==> config.mk <==
export PLATFORM = sky130hd
export DESIGN_NAME = ft600_rx_deframer
export DESIGN_NICKNAME = d
export VERILOG_FILES = /design/src/rtl/ft600_pkg.sv /design/src/rtl/ft600_frame_buf.sv /design/src/rtl/ft600_rx_deframer.sv
export SDC_FILE = /design/constraint.sdc
export NUM_CORES = 1
export LEC_CHECK = 0
export CORE_MARGIN = 2
export CORE_UTILIZATION = 65
export CTS_BUF_LIST = sky130_fd_sc_hd__clkbuf_8
export CTS_CLUSTER_DIAMETER = 50
export DETAILED_ROUTE_END_ITERATION = 7
export GPL_ROUTABILITY_DRIVEN = 0
export PLACE_DENSITY = 0.78
export SYNTH_ARGS = -nofsm -noshare
export SYNTH_HDL_FRONTEND = slang
export SYNTH_HIERARCHICAL = 1
export SYNTH_SLANG_ARGS = --single-unit
==> constraint.sdc <==
create_clock -name clk -period 8.5 [get_ports clk]
set_clock_uncertainty 0.05 [all_clocks]
set_input_delay 0.85 -clock clk [delete_from_list [all_inputs] [get_ports clk]]
set_output_delay 0.85 -clock clk [all_outputs]
set_load 0.01 [all_outputs]
==> src/rtl/ft600_pkg.sv <==
// rtl/ft600_pkg.sv - shared state encoding, sync default and checksum helper for the FT600 deframer
package ft600_pkg;

  localparam logic [7:0] SYNC_DEFAULT = 8'hA5;

  typedef enum logic [2:0] {
    ST_HUNT    = 3'd0,
    ST_LEN     = 3'd1,
    ST_CMD     = 3'd2,
    ST_PAYLOAD = 3'd3,
    ST_CHECK   = 3'd4,
    ST_EMIT    = 3'd5
  } ft600_state_e;

  function automatic logic [7:0] chk_add(input logic [7:0] sum, input logic [7:0] b);
    return sum + b;
  endfunction

endpackage

==> src/rtl/ft600_frame_buf.sv <==
// rtl/ft600_frame_buf.sv - frame payload RAM, one write port, one read port, 1-cycle read latency
module ft600_frame_buf #(
  parameter int DEPTH = 64,
  parameter int AW    = $clog2(DEPTH)
) (
  input  logic          clk,
  input  logic          wr_en,
  input  logic [AW-1:0] wr_addr,
  input  logic [7:0]    wr_data,
  input  logic          rd_en,
  input  logic [AW-1:0] rd_addr,
  output logic [7:0]    rd_data
);

  logic [7:0] mem [DEPTH];

  always_ff @(posedge clk) begin
    if (wr_en) mem[wr_addr] <= wr_data;
    if (rd_en) rd_data <= mem[rd_addr];
  end

endmodule

==> src/rtl/ft600_rx_deframer.sv <==
// rtl/ft600_rx_deframer.sv - buffers SYNC/LEN/CMD/payload/CHK frames from the FT600 RX FIFO
// and releases only checksum-valid frames downstream.
module ft600_rx_deframer
  import ft600_pkg::*;
#(
  parameter int         MAX_LEN = 64,
  parameter logic [7:0] SYNC    = SYNC_DEFAULT
) (
  input  logic        clk,
  input  logic        rst,
  output logic        rx_en,
  input  logic [7:0]  rx_out,
  input  logic        rx_empty,
  output logic [7:0]  out_data,
  output logic        out_valid,
  input  logic        out_ready,
  output logic        out_first,
  output logic        out_last,
  output logic        frame_err,
  output logic [15:0] err_count
);

  localparam int         IW        = $clog2(MAX_LEN + 1);
  localparam int         AW        = $clog2(MAX_LEN);
  localparam logic [7:0] MAX_LEN_B = 8'(MAX_LEN);

  ft600_state_e  state;
  logic [IW-1:0] len, idx, idx_nx, len_m1;
  logic [7:0]    cmd, sum, rd_data;
  logic [AW-1:0] rd_addr;
  logic          pop, drop, xfer, rd_en, wr_en;

  assign rx_en  = rst & ~rx_empty & (state != ST_EMIT);
  assign pop    = rx_en;
  assign xfer   = out_valid & out_ready;
  assign idx_nx = idx + IW'(1);
  assign len_m1 = len - IW'(1);
  assign drop   = pop & (((state == ST_LEN) & (rx_out > MAX_LEN_B)) |
                         ((state == ST_CHECK) & (chk_add(sum, rx_out) != 8'd0)));
  assign wr_en  = pop & (state == ST_PAYLOAD);

  // buffer[0] is fetched while CHK is consumed, buffer[n+1] on each EMIT handshake
  assign rd_en   = (pop & (state == ST_CHECK)) |
                   ((state == ST_EMIT) & xfer & ~out_last & (idx_nx < len));
  assign rd_addr = (state == ST_EMIT) ? idx_nx[AW-1:0] : '0;

  ft600_frame_buf #(.DEPTH(MAX_LEN), .AW(AW)) u_buf (
    .clk     (clk),
    .wr_en   (wr_en),
    .wr_addr (idx[AW-1:0]),
    .wr_data (rx_out),
    .rd_en   (rd_en),
    .rd_addr (rd_addr),
    .rd_data (rd_data)
  );

  always_ff @(posedge clk or negedge rst) begin
    if (!rst) begin
      state     <= ST_HUNT;
      len       <= '0;
      idx       <= '0;
      cmd       <= '0;
      sum       <= '0;
      out_data  <= '0;
      out_valid <= 1'b0;
      out_first <= 1'b0;
      out_last  <= 1'b0;
    end else begin
      case (state)
        ST_HUNT: if (pop && rx_out == SYNC) state <= ST_LEN;
        ST_LEN: if (pop) begin
          sum   <= rx_out;
          len   <= rx_out[IW-1:0];
          state <= (rx_out > MAX_LEN_B) ? ST_HUNT : ST_CMD;
        end
        ST_CMD: if (pop) begin
          cmd   <= rx_out;
          sum   <= chk_add(sum, rx_out);
          idx   <= '0;
          state <= (len == '0) ? ST_CHECK : ST_PAYLOAD;
        end
        ST_PAYLOAD: if (pop) begin
          sum <= chk_add(sum, rx_out);
          idx <= idx_nx;
          if (idx == len_m1) state <= ST_CHECK;
        end
        ST_CHECK: if (pop) begin
          idx <= '0;
          if (chk_add(sum, rx_out) != 8'd0) begin
            state <= ST_HUNT;
          end else begin
            state     <= ST_EMIT;
            out_valid <= 1'b1;
            out_data  <= cmd;
            out_first <= 1'b1;
            out_last  <= (len == '0);
          end
        end
        ST_EMIT: if (xfer) begin
          if (out_last) begin
            out_valid <= 1'b0;
            out_first <= 1'b0;
            out_last  <= 1'b0;
            state     <= ST_HUNT;
          end else begin
            out_data  <= rd_data;
            out_first <= 1'b0;
            out_last  <= (idx == len_m1);
            idx       <= idx_nx;
          end
        end
        default: state <= ST_HUNT;
      endcase
    end
  end

  always_ff @(posedge clk or negedge rst) begin
    if (!rst) begin
      frame_err <= 1'b0;
      err_count <= '0;
    end else begin
      frame_err <= drop;
      if (drop && err_count != 16'hFFFF) err_count <= err_count + 16'd1;
    end
  end

endmodule

==> Implementation_results.wiki <==
{| class="wikitable"
! Metric !! Value
|-
| PortBufs || 40
|-
| Status || finished clean
|-
| Pin count of the biggest net entering global routing || 71
|-
| Reg-to-Reg Start || state[0]$_DFFE_PN0P_
|-
| Power share of the combinational group || 14.0%
|-
| Most instantiated flip-flop cell in the synthesis netlist || edfxtp_1
|-
| Type of destination of the critical path || register
|-
| Via Count || 13125
|-
| Placement Rows || 70
|-
| Count of distinct cell types in the synthesized netlist || 80
|-
| Share of the yosys chip area belonging to registers || 71.1%
|-
| Cell Int Power || 4.80 mW
|-
| Count of flip-flops with a built-in enable after synthesis || 520
|-
| Total setup buffers inserted after CTS || 0
|-
| Post-synthesis to final-layout area growth || 10.3%
|-
| Count of clock tree sinks || 581
|-
| Hold Vio Cnt, Final || 0
|-
| Max Buffers Root-to-Sink || 3
|-
| Pre-Repair DR Iteration Count || 5
|-
| Total Routed Length || 53.7 mm
|-
| Hold buffer count at cts || 0
|-
| Peak clock frequency supported by timing || 205 MHz
|-
| Avg WL per Cell || 27.4 um
|-
| Die W || 197 um
|-
| Count of instances resized after the clock tree is built || 0
|-
| Number of top-level pins || 41
|-
| Y dimension of the die || 197 um
|-
| Top cells by count, synth || 520 x edfxtp_1, 126 x mux4_2, 111 x nor2_1, 61 x dfrtp_1, 50 x nand2_1
|-
| Sum of net half-perimeters after detailed placement || 32.1 mm
|-
| Iter 0 DRT Violations || 1522
|-
| ANT nets after route || 0
|-
| Final Max Tran Viols || 0
|-
| Total clock buffers created by CTS || 90
|-
| TritonCTS clock tree || built
|-
| Net switching component of the power || 1.74 mW
|-
| Final worst path period share || 57.3%
|-
| Initial antenna violation count || 0
|-
| Count of mapped cells out of synthesis || 1332
|-
| Cell taking the most area after synthesis || edfxtp_1
|-
| Global routing usage summed across all routing layers || 28.8%
|-
| Post-DR vias/cell || 6.69
|-
| Via count of the first global-routing pass || 13121
|-
| Worst min-delay path class || in2async
|-
| Maximum level of the CTS H-tree || 3
|-
| Area share of the largest cell type after synthesis || 64.8%
|-
| Total of warnings raised by yosys || 6
|-
| Number of maximum-capacitance constraint violations || 0
|-
| Normalized max-slew margin || 30.6%
|-
| Worst EP required || 8820 ps
|-
| FFs w/ async S/R, synth || 10.5%
|-
| Number of nets in the layout || 1448
|-
| Net switching fraction of the power || 26.6%
|-
| Setup TNS after final layout || 0 ps
|-
| Maximum net fanout on the critical path || 39
|-
| Category of the worst setup path launch point || register
|-
| Power per Cell Area || 246 nW/um^2
|-
| Largest vdd supply drop || 0.119 mV
|-
| Net count after synthesis || 1363
|-
| Arrival @ worst endpoint || 5190 ps
|-
| Leading post-synthesis cells by cell area || edfxtp_1 65%, mux4_2 12%, dfrtp_1 6.3%, nor2_1 1.7%, mux2_2 1.4%
|-
| Post-Syn Area per Cell || 18.1 um^2
|-
| Die Outline Area || 38700 um^2
|-
| Startpoint of the most critical setup path || state[0]$_DFFE_PN0P_
|-
| Number of remaining DRC errors || 0
|-
| Core region area || 36600 um^2
|-
| Library cell with the highest instance count after synthesis || edfxtp_1
|-
| Share of total power in sequential cells || 51.7%
|-
| CTS clk-pin slew, worst paths || 60 ps
|-
| Leakage power total || 8.60 nW
|-
| Post-synthesis cell area || 24100 um^2
|-
| Final setup violation count || 0
|-
| Worst Tran Pin Value || 1040 ps
|-
| RSZ-0062 raised after global routing || false
|-
| Type of the worst setup path || reg2reg
|-
| Root Buffer || clkbuf_8
|-
| Share of the core filled with cells in the final layout || 72.6%
|-
| Fraction of layout cells with a size suffix above 1 || 23.2%
|-
| Grt total ovfl || 0
|-
| Minimum clock period || 4870 ps
|-
| Number of fill cells in the layout || 2193
|-
| Global-route wire length before repair || 81.2 mm
|-
| Initial Utilization || 65.9%
|-
| Flip-flop and latch count after synthesis || 581
|-
| Clock power frac || 34.3%
|-
| Clock latency on the worst-skew pair || 650 ps
|}
metal layers:
metal / up-vias / GRT usage [%] / routed length [um]
met4: 0 / 11.0 / 1490
met3: 97 / 6.35 / 5180
li1: 5518 / - / -
met2: 739 / 43.1 / 25200
met1: 6771 / 42.5 / 21800
met5: - / 0 / 0
cell usage in the layout, fill, tap and decap left out, types with 11 or more instances in the layout:
master / n
edfxtp_1: 520
mux4_2: 126
nor2_1: 107
clkbuf_8: 96
dfrtp_1: 61
nand2_1: 50
inv_1: 48
mux2_2: 31
clkdlybuf4s50_1: 31
mux2i_1: 27
clkinv_1: 23
o21ai_0: 21
nand3_1: 20
xor2_1: 20
nor2b_1: 19
buf_4: 19
ha_1: 18
clkinv_2: 17
o22ai_1: 16
nand2b_1: 15
a21oi_1: 12
a22oi_1: 11
worst paths after layout:
check	end	slack, ps	cells after the start
min in group clk	sum[2]$_DFFE_PN0P_	440	2
max reg2reg	u_buf/rd_data[4]$_DFFE_PP_	3630	9
max in group asynchronous	sum[1]$_DFFE_PN0P_	7550	2
min	out_data[2]$_DFFE_PN0P_	330	2
min reg2reg	sum[2]$_DFFE_PN0P_	440	2
max	u_buf/rd_data[4]$_DFFE_PP_	3630	9
registers in the layout, summed over array words and instances (netlist names):
signal / count
out_last: 1
u_buf/mem: 512
out_valid: 1
sum: 8
cmd: 8
len: 7
u_buf/rd_data: 8
out_first: 1
frame_err: 1
out_data: 8
idx: 7
state: 3
err_count: 16
power by group through the flow:
stage	clock network [mW]	registers, mW	logic (mW)
floorplan	0	3.38	0.673
global placement	0	3.43	0.889
detailed placement	0	3.44	0.913
CTS	2.28	3.38	0.917
global route	2.41	3.39	1.01
finish	2.25	3.38	0.919
worst max-delay path, cell delays in order (launching register included):
cell	delay [ps]
dfrtp_1	590
nand2b_1	180
or2_2	500
nor2_4	720
buf_4	760
mux4_2	600
mux2_2	280
o221a_2	290
nor3_1	430
o32ai_1	170
cell families (layout without fill, tap and decap cells):
kind of cell             after synthesis  in the layout  share of synthesized area, %
other                                  0              1                             0
multiplexers                         186            186                          14.4
XOR/XNOR                              29             29                          1.05
adder cells (fa/ha/maj)               19             19                          1.02
buffers and inverters                 92            252                          2.01
AND/OR/NAND/NOR                      287            287                          6.08
AO/OA/AOI/OAI                        138            138                          4.30
flip-flops                           581            581                          71.1
final cells by class:
type | instances | area (um^2) | share of cell area (%)
multi-input cells | 659 | 6520 | 24.5
inverters | 26 | 97.6 | 0.367
well taps | 468 | 586 | 2.20
flip-flops and latches | 581 | 17100 | 64.5
repair buffers | 59 | 498 | 1.87
diodes | 1 | 2.50 | 0.00941
clock buffers | 96 | 1320 | 4.97
clock inverters | 71 | 422 | 1.59
stage by stage:
stage	instance area, um^2	hold WS (ps)	instances	total power, mW	setup slack (ps)
floorplan	24100	404	1332	4.05	5130
global placement	24800	425	1793	4.32	3860
detailed placement	24800	434	1793	4.35	3740
CTS	26600	329	1960	6.58	3680
global route	26600	395	1960	6.81	3400
finish	26600	328	1961	6.55	3630
Power figures use the tool's default switching activity.
